`src/rtl/comp_serial_ctrl.sv`:
```
// comp_serial_ctrl: MSB-first serial magnitude compare using one 2-bit slice per clock, early exit on first unequal slice.
// Define COMP_SIGNED_EN to compare operands as two's complement.
module comp_serial_ctrl #(
  parameter int WIDTH = 8
) (
  input  logic                             clock,
  input  logic                             reset,
  input  logic                             start,
  input  logic [WIDTH-1:0]                 A,
  input  logic [WIDTH-1:0]                 B,
  output logic                             busy,
  output logic                             done,
  output logic                             A_gt_B,
  output logic                             A_lt_B,
  output logic                             A_eq_B,
  output logic [$clog2(WIDTH/2+1)-1:0]     slices_used
);
  localparam int NS = WIDTH / 2;
  localparam int KW = NS > 1 ? $clog2(NS) : 1;
  localparam int SW = $clog2(NS + 1);
  typedef enum logic [1:0] {IDLE, COMPARE, DONE} state_t;
  state_t r_state, w_next;
  logic [WIDTH-1:0] r_a, r_b;
  logic [KW-1:0] r_k;
  logic [1:0] w_a, w_b;
  logic w_lt_u, w_eq, w_lt, w_gt, w_fin;
  assign w_a = r_a[{r_k, 1'b0} +: 2];
  assign w_b = r_b[{r_k, 1'b0} +: 2];
  assign w_lt_u = (!w_a[1] & w_b[1]) | (!w_a[1] & !w_a[0] & w_b[0]) | (!w_a[0] & w_b[0] & w_b[1]);
  assign w_eq = (w_a[1] ~^ w_b[1]) & (w_a[0] ~^ w_b[0]);
`ifdef COMP_SIGNED_EN
  // Sign bits differ in the top slice: the negative operand is the smaller one.
  logic w_sgn;
  assign w_sgn = (r_k == KW'(NS - 1)) && (w_a[1] != w_b[1]);
  assign w_lt = w_sgn ? w_a[1] : w_lt_u;
  assign w_gt = w_sgn ? w_b[1] : !(w_lt_u | w_eq);
`else
  assign w_lt = w_lt_u;
  assign w_gt = !(w_lt_u | w_eq);
`endif
  assign w_fin = !w_eq || (r_k == '0);
  assign busy = r_state != IDLE;
  assign done = r_state == DONE;
  always_comb begin
    w_next = r_state;
    w_next = (r_state == IDLE)    ? (start ? COMPARE : IDLE) :
             (r_state == COMPARE) ? (w_fin ? DONE : COMPARE) : IDLE;
  end
  always_ff @(posedge clock) begin
    if (reset) r_state <= IDLE;
    else r_state <= w_next;
  end
  always_ff @(posedge clock) begin
    if (reset) begin
      r_a <= '0;
      r_b <= '0;
      r_k <= '0;
      A_gt_B <= 1'b0;
      A_lt_B <= 1'b0;
      A_eq_B <= 1'b0;
      slices_used <= '0;
    end else begin
      if (r_state == IDLE && start) begin
        r_a <= A;
        r_b <= B;
        r_k <= KW'(NS - 1);
      end
      if (r_state == COMPARE) begin
        if (w_fin) begin
          A_gt_B <= w_gt;
          A_lt_B <= w_lt;
          A_eq_B <= w_eq;
          slices_used <= SW'(NS) - SW'(r_k);
        end else r_k <= r_k - KW'(1);
      end
    end
  end
endmodule

```
`config.mk`:
```
export PLATFORM = sky130hd
export DESIGN_NAME = comp_serial_ctrl
export DESIGN_NICKNAME = d
export VERILOG_FILES = /design/src/rtl/comp_serial_ctrl.sv
export SDC_FILE = /design/constraint.sdc
export NUM_CORES = 1
export LEC_CHECK = 0
export ABC_AREA = 1
export CAP_MARGIN = 20
export CORE_UTILIZATION = 48
export DETAILED_ROUTE_END_ITERATION = 10
export PLACE_DENSITY = 0.74
export RECOVER_POWER = 100
export SYNTH_ARGS = -nofsm -noshare
export SYNTH_HDL_FRONTEND = slang
export SYNTH_SLANG_ARGS = --single-unit
```
`constraint.sdc`:
```
create_clock -name clock -period 2.3 [get_ports clock]
set_input_delay 0.23 -clock clock [delete_from_list [all_inputs] [get_ports clock]]
set_output_delay 0.23 -clock clock [all_outputs]
set_load 0.01 [all_outputs]
```
==> out/summary.txt <==
Final #Nets: 208
Pwr dens: 772 mW/mm²
GRT Overall Usage: 19.5%
Most common cell after layout, fill and taps aside: nor2_1
# placed instances: 209
Routed wl met2: 1110 µm
Max-Cap Viols: 0
Initial antenna violation count: 0
Max Root-Sink Buffers: 2
Final ANT Viol Nets: 0
Slew Viols, Final: 0
Placer Congestion: 0.839
Final Non-Filler Cells: 213
Final core occ: 65.8%
Largest net degree at the start of global routing: 22
CTS Sinks: 26
Worst-Margin Slew: 0.471 ns
Num rows: 17
Power, Total: 0.00114 W
Finished Cell Area: 0.00148 mm²
CORE AREA: 0.00225 mm²
# diodes: 0
Clk Tree Root Cell: clkbuf_4
H-tree Lvls: 1
Mapped Area: 0.00117 mm²
Via count: 1,043
DRC errors left: 0
Setup TNS: 0 ns
Footprint of the multi-input gates: 529 µm²
Half-perimeter wire length after placement: 1740 µm
Synth warnings: 0
VDD IR-drop max: 0.548 mV
Synth Instances: 160
First-pass GRT wire length: 3800 µm
Clk slew on worst S/H paths: 0.15 ns
HP Class: reg2reg
Hold buffer count at CTS: 0
Top Layer Used: met4
Critical path peak fanout: 7
Crit. End Element: flip-flop
Total wire length: 2260 µm
Postcts setup bufs: 0
Met3 wire len: 72 µm
Share of cells above drive strength 1: 9.19%
Unrepaired setup endpoints after global routing: false
Status: finished clean
Sequential fraction of the synthesis area: 44.6%
Maximum achievable frequency: 489 MHz
Final hold violation count: 0
Arr. time, crit path: 2.27 ns
Vias per inst: 4.90
Mapped Nets: 182
CTS tree: built
Synth unique cells: 19
Total area of sequential cells: 520 µm²
Crit path launch type: flip-flop
Initial Utilization: 51.7%
Die Y: 51.3 µm
Full die area: 0.00263 mm²
Period utilization: 88.9%
R2R setup slack: 0.26 ns
Crit path time final: 2.04 ns
CP Class: reg2reg
Clock latency on the worst-skew pair: 0.33 ns
Syn Area/Cell: 7.29 µm²
Max_slew headroom: 68.6%
Die W: 51.3 µm
WL/cell: 10.6 µm
DR pass1 iterations: 6
CP Data Required Time: 2.52 ns
Placed inst area: 0.00143 mm²
Clock skew: 0.0109 ns
Most frequent cells in the layout: 32 x nor2_1, 26 x dfxtp_1, 23 x nand2_1, 20 x o21ai_0, 17 x clkdlybuf4s50_1
Static leakage: 0.659 nW
# fillers: 187
# setup viols final: 0
CTS Buf Count: 3
Wl on met1: 1040 µm
PortBufs: 26
DR iter-0 viols: 19
Number of I/O pins: 27
Vias in the first global route: 894
Gr ovfl total: 0
Layout area overhead: 27.1%
Synth Register Bits: 26
Post-cts resize count: 0
stage by stage:
stage	setup slack, ns	hold WS, ns
after floorplan	0.474	0.292
after global placement	0.427	0.449
after detailed placement	0.297	0.454
after CTS	0.270	0.475
after global routing	0.0949	0.494
final	0.255	0.471
routing by layer:
layer | vias up | track usage [%]
li1 | 556 | -
met1 | 460 | 24.1
met2 | 22 | 32.2
met3 | 5 | 2.98
met4 | 0 | 10.4
met5 | - | 0
cell usage after synthesis:
library cell,instances,share of area (%)
o21ai_0,20,8.6
buf_6,1,0.97
dfxtp_1,26,45
nand2_2,6,3.2
clkbuf_1,4,1.3
nand3_1,9,3.9
nand2_1,23,7.4
a211oi_1,1,0.64
inv_1,16,5.2
and2_1,1,0.54
inv_4,1,0.54
ha_1,3,3.2
buf_2,1,0.43
clkinv_1,1,0.32
nand3_2,3,2.6
a21oi_1,10,4.3
nor2_1,32,10
buf_8,1,1.3
a21oi_2,1,0.75
critical path, stage by stage, from the launching register on:
cell	delay, ns
dfxtp_1	0.39
inv_1	0.18
nand3_1	0.14
and2_0	0.19
ha_1	0.30
nand2_1	0.09
nor2_1	0.07
nor2_1	0.31
inv_1	0.13
nand2_1	0.10
a21oi_2	0.05
registers in the layout, summed over array words and instances, names as in the netlist:
name         flops
r_k              2
slices_used      3
A_gt_B           1
r_a              8
r_b              8
r_state          2
A_lt_B           1
A_eq_B           1
power by group:
part           internal [W]  switching (W)
clock network      0.000176       0.000139
registers          0.000501      0.0000283
logic              0.000130       0.000169
total              0.000808       0.000336
area by class of cell:
cell class	count	share of cell area, %
multi-input cells	109	35.7
flip-flops and latches	26	35.1
repair buffers	28	18.6
inverters	18	4.73
well taps	28	2.36
clock inverters	1	2.03
clock buffers	3	1.52
final timing paths:
path | cells past startpoint | startpoint | endpoint
worst max-delay path | 10 | r_k[1] | A_gt_B
worst max register to register | 10 | r_k[1] | A_gt_B
worst min-delay path | 2 | A_eq_B | A_eq_B
worst min register to register | 2 | A_eq_B | A_eq_B
logic make-up (layout without fill, tap and decap cells):
group	count (synthesis)	count (layout)	share of synthesized area [%]
buffers and inverters	25	50	9.98
and+or+nand+nor	74	74	27.9
DFF	26	26	44.6
adders and majority gates	3	3	3.22
AOI/OAI and AO/OA	32	32	14.3
(Power assumes the default switching activity.)
